**config.mk**
```make
export PLATFORM = sky130hd
export DESIGN_NAME = elastic_pipe_reg
export DESIGN_NICKNAME = d
export VERILOG_FILES = /design/src/rtl/elastic_pipe_reg_pkg.sv /design/src/rtl/elastic_pipe_reg_skid_stage.sv /design/src/rtl/elastic_pipe_reg.sv
export SDC_FILE = /design/constraint.sdc
export NUM_CORES = 1
export LEC_CHECK = 0
export ABC_AREA = 1
export ABC_CLOCK_PERIOD_IN_PS = 3400
export CORE_UTILIZATION = 57
export CTS_BUF_LIST = sky130_fd_sc_hd__clkbuf_8
export DETAILED_ROUTE_END_ITERATION = 10
export HOLD_SLACK_MARGIN = 0.03
export PLACE_DENSITY = 0.89
export RECOVER_POWER = 100
export SLEW_MARGIN = 5
export SYNTH_ARGS = -nofsm -noshare
export SYNTH_HDL_FRONTEND = slang
export SYNTH_SLANG_ARGS = --single-unit
```
**constraint.sdc**
```tcl
create_clock -name clk -period 3.4 [get_ports clk]
set_input_delay 0.51 -clock clk [delete_from_list [all_inputs] [get_ports clk]]
set_output_delay 0.51 -clock clk [all_outputs]
set_load 0.03 [all_outputs]
```
**src/rtl/elastic_pipe_reg_pkg.sv**
```systemverilog
// Shared definitions for the elastic pipeline register chain.
// Stage state encoding; 2'b11 is unused and is steered back to ST_EMPTY.
package elastic_pipe_reg_pkg;

  typedef enum logic [1:0] {
    ST_EMPTY = 2'b00,
    ST_BUSY  = 2'b01,
    ST_FULL  = 2'b10
  } stage_state_e;

  localparam int unsigned STATE_W = 2;

endpackage : elastic_pipe_reg_pkg

```
**src/rtl/elastic_pipe_reg_skid_stage.sv**
```systemverilog
// One elastic stage: a main register plus a skid register. Ready upstream depends
// only on local state, so out_ready never reaches in_ready combinationally.
module elastic_skid_stage
  import elastic_pipe_reg_pkg::*;
#(
  parameter int unsigned WIDTH = 32
) (
  input  logic             clk,
  input  logic             rst,
  input  logic             flush,
  input  logic             in_valid,
  output logic             in_ready,
  input  logic [WIDTH-1:0] in_data,
  output logic             out_valid,
  input  logic             out_ready,
  output logic [WIDTH-1:0] out_data
);

  stage_state_e     r_state;
  stage_state_e     w_state_nxt;
  logic [WIDTH-1:0] r_main;
  logic [WIDTH-1:0] r_skid;
  logic             w_up_fire;
  logic             w_dn_fire;
  logic             w_load_main;
  logic             w_main_from_skid;
  logic             w_load_skid;

  assign in_ready  = (r_state != ST_FULL);
  assign out_valid = (r_state != ST_EMPTY);
  assign out_data  = r_main;

  assign w_up_fire = in_valid && in_ready;
  assign w_dn_fire = out_valid && out_ready;

  always_ff @(posedge clk or posedge rst) begin
    if (rst) begin
      r_state <= ST_EMPTY;
    end else begin
      r_state <= w_state_nxt;
    end
  end

  // Next state and register-load enables; flush overrides everything.
  always_comb begin
    w_state_nxt      = r_state;
    w_load_main      = 1'b0;
    w_main_from_skid = 1'b0;
    w_load_skid      = 1'b0;
    if (flush) begin
      w_state_nxt = ST_EMPTY;
    end else begin
      case (r_state)
        ST_EMPTY: begin
          if (w_up_fire) begin
            w_state_nxt = ST_BUSY;
            w_load_main = 1'b1;
          end
        end
        ST_BUSY: begin
          if (w_up_fire && w_dn_fire) begin
            w_load_main = 1'b1;
          end else if (w_up_fire) begin
            w_state_nxt = ST_FULL;
            w_load_skid = 1'b1;
          end else if (w_dn_fire) begin
            w_state_nxt = ST_EMPTY;
          end
        end
        ST_FULL: begin
          if (w_dn_fire) begin
            w_state_nxt      = ST_BUSY;
            w_main_from_skid = 1'b1;
          end
        end
        default: w_state_nxt = ST_EMPTY;
      endcase
    end
  end

  // Payload registers keep their contents across flush.
  always_ff @(posedge clk or posedge rst) begin
    if (rst) begin
      r_main <= '0;
      r_skid <= '0;
    end else begin
      if (w_load_main) begin
        r_main <= in_data;
      end else if (w_main_from_skid) begin
        r_main <= r_skid;
      end
      if (w_load_skid) begin
        r_skid <= in_data;
      end
    end
  end

endmodule : elastic_skid_stage

```
**src/rtl/elastic_pipe_reg.sv**
```systemverilog
// Chain of STAGES elastic skid stages with valid/ready on both ends, synchronous
// flush and a whole-chain occupancy count.
module elastic_pipe_reg
  import elastic_pipe_reg_pkg::*;
#(
  parameter  int unsigned WIDTH  = 32,
  parameter  int unsigned STAGES = 1,
  localparam int unsigned CW     = $clog2(2 * STAGES + 1)
) (
  input  logic             clk,
  input  logic             rst,
  input  logic             flush,
  input  logic             in_valid,
  output logic             in_ready,
  input  logic [WIDTH-1:0] in_data,
  output logic             out_valid,
  input  logic             out_ready,
  output logic [WIDTH-1:0] out_data,
  output logic [CW-1:0]    occupancy
);

  logic [STAGES:0]  w_valid;
  logic [STAGES:0]  w_ready;
  logic [WIDTH-1:0] w_data [STAGES+1];
  logic             w_in_fire;
  logic             w_out_fire;
  logic [CW-1:0]    r_occ;

  assign w_valid[0]      = in_valid;
  assign w_data[0]       = in_data;
  assign in_ready        = w_ready[0];
  assign out_valid       = w_valid[STAGES];
  assign out_data        = w_data[STAGES];
  assign w_ready[STAGES] = out_ready;

  // Stage k consumes link k and produces link k+1.
  for (genvar k = 0; k < STAGES; k++) begin : g_stage
    elastic_skid_stage #(
      .WIDTH(WIDTH)
    ) u_stage (
      .clk      (clk),
      .rst      (rst),
      .flush    (flush),
      .in_valid (w_valid[k]),
      .in_ready (w_ready[k]),
      .in_data  (w_data[k]),
      .out_valid(w_valid[k+1]),
      .out_ready(w_ready[k+1]),
      .out_data (w_data[k+1])
    );
  end

  assign w_in_fire  = in_valid && in_ready;
  assign w_out_fire = out_valid && out_ready;

  always_ff @(posedge clk or posedge rst) begin
    if (rst) begin
      r_occ <= '0;
    end else if (flush) begin
      r_occ <= '0;
    end else begin
      r_occ <= r_occ + CW'(w_in_fire) - CW'(w_out_fire);
    end
  end

  assign occupancy = r_occ;

endmodule : elastic_pipe_reg

```
==> flow_summary.toml, run 1 <==
[clock_network]
cts_buffer_depth = 2
post_cts_buffers = 0
cts.repair.resized = 0
clk_latency_ps = 340
cts_buffers = 9
cts_tree = "yes"
numClockSinks = 68
cts-hold-fix-buffers = 0
clkTransAtPathRegs_ps = 70
cts_root_buf = "clkbuf_8"
h-tree-depth = 3

[yosys]
synth.avg_cell_area_um2 = 7.91
syn_inst = 433
synthMuxAreaShare = 0
ys_warn_count = 0
synth_compound_area_frac = 0.0497
synth_area_leaders = "dfrtp_1 50%, nand2_1 15%, nand3_1 10%"
ys_seq_area_frac = 0.497
synth_cell_types = 21
synth-adder-area-share = 0.0183
synth_xor_area_frac = 0.00256
synth_top_family_by_area = "simple AND/OR/NAND/NOR gates"
ys_ff_latch = 68
syn_area_um2 = 3420
yosys.area_share.simple = 0.328
synth_nets = 475
synth_area_leader_cell = "dfrtp_1"
yosys.area.top_type_share = 0.497

[sta]
fin_crit_ps = 2830
drv_slew = 69
fmax_mhz = 353
rsz0062_at_grt = "no"
max_slew_margin = -0.0803
tightest_slew_ps = 1620
setup_tns_ps = 0
finalSetupViolations = 0
fin_crit_sh = 0.832
timing.final.ws_setup_ps = 571
holdWs_ps = 488
hold_viol_final = 0
finClkSkew_ps = 6.63

[critical_path]
crit_chain = "dlygate4sd3_1 > nor2_1 > clkbuf_2 > nand3_1 > nand2_1 > inv_1 > nand3_1 > nand2_1"
crit_slowest_cell = "nor2_1"
critPathMaxStageDelay_ps = 870
crit_path_end_kind = "flip-flop"
crit_arrival_ps = 3060
cp.required_ps = 3630
critPathMaxFanout = 21
startpoint_type = "input pin"
path_class = "in -> reg"
crit_start = "flush"
reg2reg_from = "g_stage[0].u_stage.r_state[0]"

[layout]
syn2layout_area_growth_pct = 25.7
nNetsFinal = 533
final_common_cell = "nand2_1"
num_antenna_cells = 0
drive_gt1_frac = 0.0547
n_fill_cell = 396
layout_common_cells = "136 x nand2_1, 70 x nand3_1, 68 x dfrtp_1"
final_cells = 566

[place]
globalplace.congestion = 0.868
io_buffers = 72
pre_cts_ws_ps = 762
dpl.hpwl_mm = 5.18
placed_cells = 552

[routing]
finalWirelength_mm = 8.50
avgRoutedWirePerCell_um = 15.0
first_pass_iters = 5
drt-initial-drc-count = 385
vias = 3259
viasPerCell = 5.76
drc_errors = 0
ant_nets = 0

[global_routing]
grt_first_pass_wirelength_mm = 14.7
gr-total-overflow = 0
antenna_found_initial = 0
grt_pass1_vias = 3198
grt_start_max_net_pins = 69
track_usage = 0.303

[job]
max_cap_viol_count = 1

[die]
std_cell_rows = 27
die_h_um = 79.5
ios = 73
start_util = 0.607
die_w_um = 79.5
core_region_area_um2 = 5640
die-area_um2 = 6320

[pwr]
p_leak_uw = 0.00224
powerDensity_nw_per_um2 = 728
ir_drop_mv = 0.412

[status]
violations = "capacitance limit, slew limit"
status = "finished with violations"

[min_path]
holdCritStartpoint = "g_stage[0].u_stage.r_skid[26]"
worstHoldPathType = "reg -> reg"
-- final cells by class --
cell class	instances	area (um2)	share of cell area
sequential	68	1700	0.395
inverter	45	169	0.0392
tap	72	90.1	0.0209
multi-input combinational	288	1350	0.315
timing repair buffer	79	781	0.181
clock inverter	1	30.0	0.00698
clock buffer	13	179	0.0416
-- state kept, by name (all words and copies together) (netlist names) --
signal and count:
g_stage.u_stage.r_skid 32, g_stage.u_stage.out_data 32, occupancy 2, g_stage.u_stage.r_state 2
-- metrics by stage --
step	power, uW	cell area (um2)	util
floorplan	2040	3420	-
global placement	2460	4110	0.729
detailed placement	2510	4110	0.729
CTS	3220	4320	0.766
global route	3320	4300	0.763
finish	3130	4300	0.763
-- Yosys cell counts (all sizes together) --
library cell and count:
nand4 32, xor2 1, nand3 70, buf 25
inv 45, nor3 1, clkbuf 7, dfrtp 68
ha 5, nand2 138, o21ai 34, nor2 7
-- where the power goes --
group          leakage [uW]  switching (uW)  internal (uW)
clock network      0.000108             288            411
registers          0.000827             178           1130
logic               0.00130             709            417
total               0.00224            1180           1960
-- path summary, 6_finish.rpt --
path | cells after the start | end | slack [ps]
max in group asynchronous | 3 | g_stage[0].u_stage.r_skid[0] | 1250
setup / recovery | 8 | g_stage[0].u_stage.r_state[1] | 570
hold / removal | 2 | g_stage[0].u_stage.r_skid[26] | 490
setup reg to reg | 7 | g_stage[0].u_stage.r_state[1] | 930
min in group asynchronous | 3 | g_stage[0].u_stage.out_data[14] | 1160
hold reg to reg | 2 | g_stage[0].u_stage.r_skid[26] | 490
-- metal layers --
layer | vias to the layer above | wire, um | track usage
li1 | 1521 | - | -
met1 | 1559 | 3460 | 0.391
met2 | 162 | 4320 | 0.500
met3 | 17 | 571 | 0.0651
met4 | 0 | 150 | 0.116
met5 | - | 0 | 0
-- cell families after synthesis --
group                    count (synthesis)
AO/OA/AOI/OAI                           34
adder cells (fa/ha/maj)                  5
AND/OR/NAND/NOR                        248
XOR/XNOR                                 1
buffers and inverters                   77
flip-flops                              68
-- worst max-delay path: cells and delay by family --
kind	cells	cell delay, ps
buf+inv	3	1230
simple gates	5	1300
Power figures use the tool's default switching activity.
==> run 2: changes to the inputs <==
- ABC_CLOCK_PERIOD_IN_PS: 3400 -> 2500
- CORE_UTILIZATION: 57 -> 48
- PLACE_DENSITY: 0.89 -> 0.8
- clock period: 3.4 -> 2.5 ns (I/O delays scaled with it)
==> flow_summary.toml, run 2 (synthesis results as in run 1) <==
[status]
status = "complete, no violations"

[clock_network]
h-tree-depth = 3
cts_buffer_depth = 2
clk_latency_ps = 350
numClockSinks = 68
cts.repair.resized = 0
clkTransAtPathRegs_ps = 70
cts_buffers = 9
cts_root_buf = "clkbuf_8"
cts_tree = "yes"
post_cts_buffers = 0
cts-hold-fix-buffers = 0

[sta]
rsz0062_at_grt = "no"
holdWs_ps = 490
fin_crit_sh = 0.880
max_slew_margin = 0.459
finalSetupViolations = 0
drv_slew = 0
finClkSkew_ps = 12.5
tightest_slew_ps = 811
hold_viol_final = 0
fmax_mhz = 455
fin_crit_ps = 2200
setup_tns_ps = 0

[place]
place_area_um2 = 4190
dpl.hpwl_mm = 5.15
io_buffers = 72
placed_cells = 581
globalplace.congestion = 0.834

[routing]
drt-initial-drc-count = 269
ant_nets = 0
first_pass_iters = 5
vias = 3173
avgRoutedWirePerCell_um = 13.6
finalWirelength_mm = 8.09
drc_errors = 0
viasPerCell = 5.32

[layout]
drive_gt1_frac = 0.0600
fin_util = 0.637
final_common_cell = "nand2_1"
n_fill_cell = 593
nNetsFinal = 538
syn2layout_area_growth_pct = 27.1
final_cells = 596
stdcell_area_um2 = 4350
num_antenna_cells = 0
layout_common_cells = "136 x nand2_1, 70 x nand3_1, 68 x dfrtp_1"

[die]
core_region_area_um2 = 6830
start_util = 0.501
die_h_um = 86.5
die-area_um2 = 7470
std_cell_rows = 30
die_w_um = 86.5
ios = 73

[critical_path]
r2r_end = "g_stage[0].u_stage.out_data[26]"
cp-endpoint = "g_stage[0].u_stage.out_data[26]"
cp.required_ps = 2740
rrSetupSlack_ps = 300
critPathMaxFanout = 64
crit_slowest_cell = "nand2_4"
path_class = "reg -> reg"
crit_path_end_kind = "flip-flop"
ff2ff_path_depth = 11
crit_arrival_ps = 2430
critPathMaxStageDelay_ps = 510
startpoint_type = "flip-flop"
reg2reg_from = "g_stage[0].u_stage.r_state[1]"
crit_chain = "buf_4 > nand2_1 > nand2_1 > inv_1 > ha_1 > nand3_1 > nand2_1 > nand2_4 > nand2_1 > nand2_1 > nand2_1"
crit_start = "g_stage[0].u_stage.r_state[1]"
crit_top_cell = "nand2_1"

[global_routing]
track_usage = 0.241
grt_pass1_vias = 3067
antenna_found_initial = 0
gr-total-overflow = 0
grt_start_max_net_pins = 65
grt_first_pass_wirelength_mm = 13.8

[min_path]
hold_path_depth = 2
worstHoldPathType = "reg -> reg"
holdCritStartpoint = "g_stage[0].u_stage.r_skid[20]"

[job]
max_cap_viol_count = 0

[pwr]
ir_drop_mv = 0.508
powerDensity_nw_per_um2 = 956
p_leak_uw = 0.00226
run 2: cell count changes in the layout (fill, tap and decap cells not counted), sizes merged:
| cell | before | now |
|---|---|---|
| clkbuf | 15 | 13 |
| dlygate4sd3 | 39 | 37 |
| clkdlybuf4s50 | 33 | 35 |
| inv | 44 | 48 |
| buf | 5 | 9 |
run 2: final cells by class:
cell class / count / area (um2) / area share
clock buffers: 10 / 138 / 0.0316
clock inverters: 5 / 46.3 / 0.0106
inverters: 45 / 169 / 0.0388
multi-input cells: 288 / 1360 / 0.313
flip-flops and latches: 68 / 1700 / 0.391
well taps: 96 / 120 / 0.0276
repair buffers: 84 / 815 / 0.187
run 2: worst max-delay path: cells and delay by family, from the launching register on:
family,cells,cell delay [ps]
DFF,1,360
buffers and inverters,2,270
and+or+nand+nor,8,1230
adders and majority gates,1,210
run 2: report_power, final:
group,internal (uW),total (uW),switching (uW)
Combinational,574,1510,936
Sequential,1540,1780,243
Clock,470,868,398
run 2: worst min-delay path by stage:
stage | to | slack [ps]
after floorplan | occupancy[0] | 440
after global placement | g_stage[0].u_stage.r_skid[31] | 470
after detailed placement | g_stage[0].u_stage.r_skid[6] | 480
after CTS | g_stage[0].u_stage.out_data[20] | 350
after global routing | g_stage[0].u_stage.r_skid[12] | 510
final | g_stage[0].u_stage.r_skid[20] | 490
run 2: per-layer routing:
layer / GRT usage / up-vias / part of all wire / wire length (um)
met1: 0.306 / 1492 / 0.42 / 3400
li1: - / 1528 / - / -
met5: 0 / - / 0 / 0
met2: 0.392 / 137 / 0.49 / 3950
met4: 0.139 / 0 / 0.027 / 219
met3: 0.0381 / 16 / 0.065 / 526
run 2: stage by stage:
step	power, uW	setup WS (ps)
after global routing	4430	62.2
after CTS	4300	352
final	4160	301
after floorplan	2780	413
after global placement	3370	244
after detailed placement	3420	121
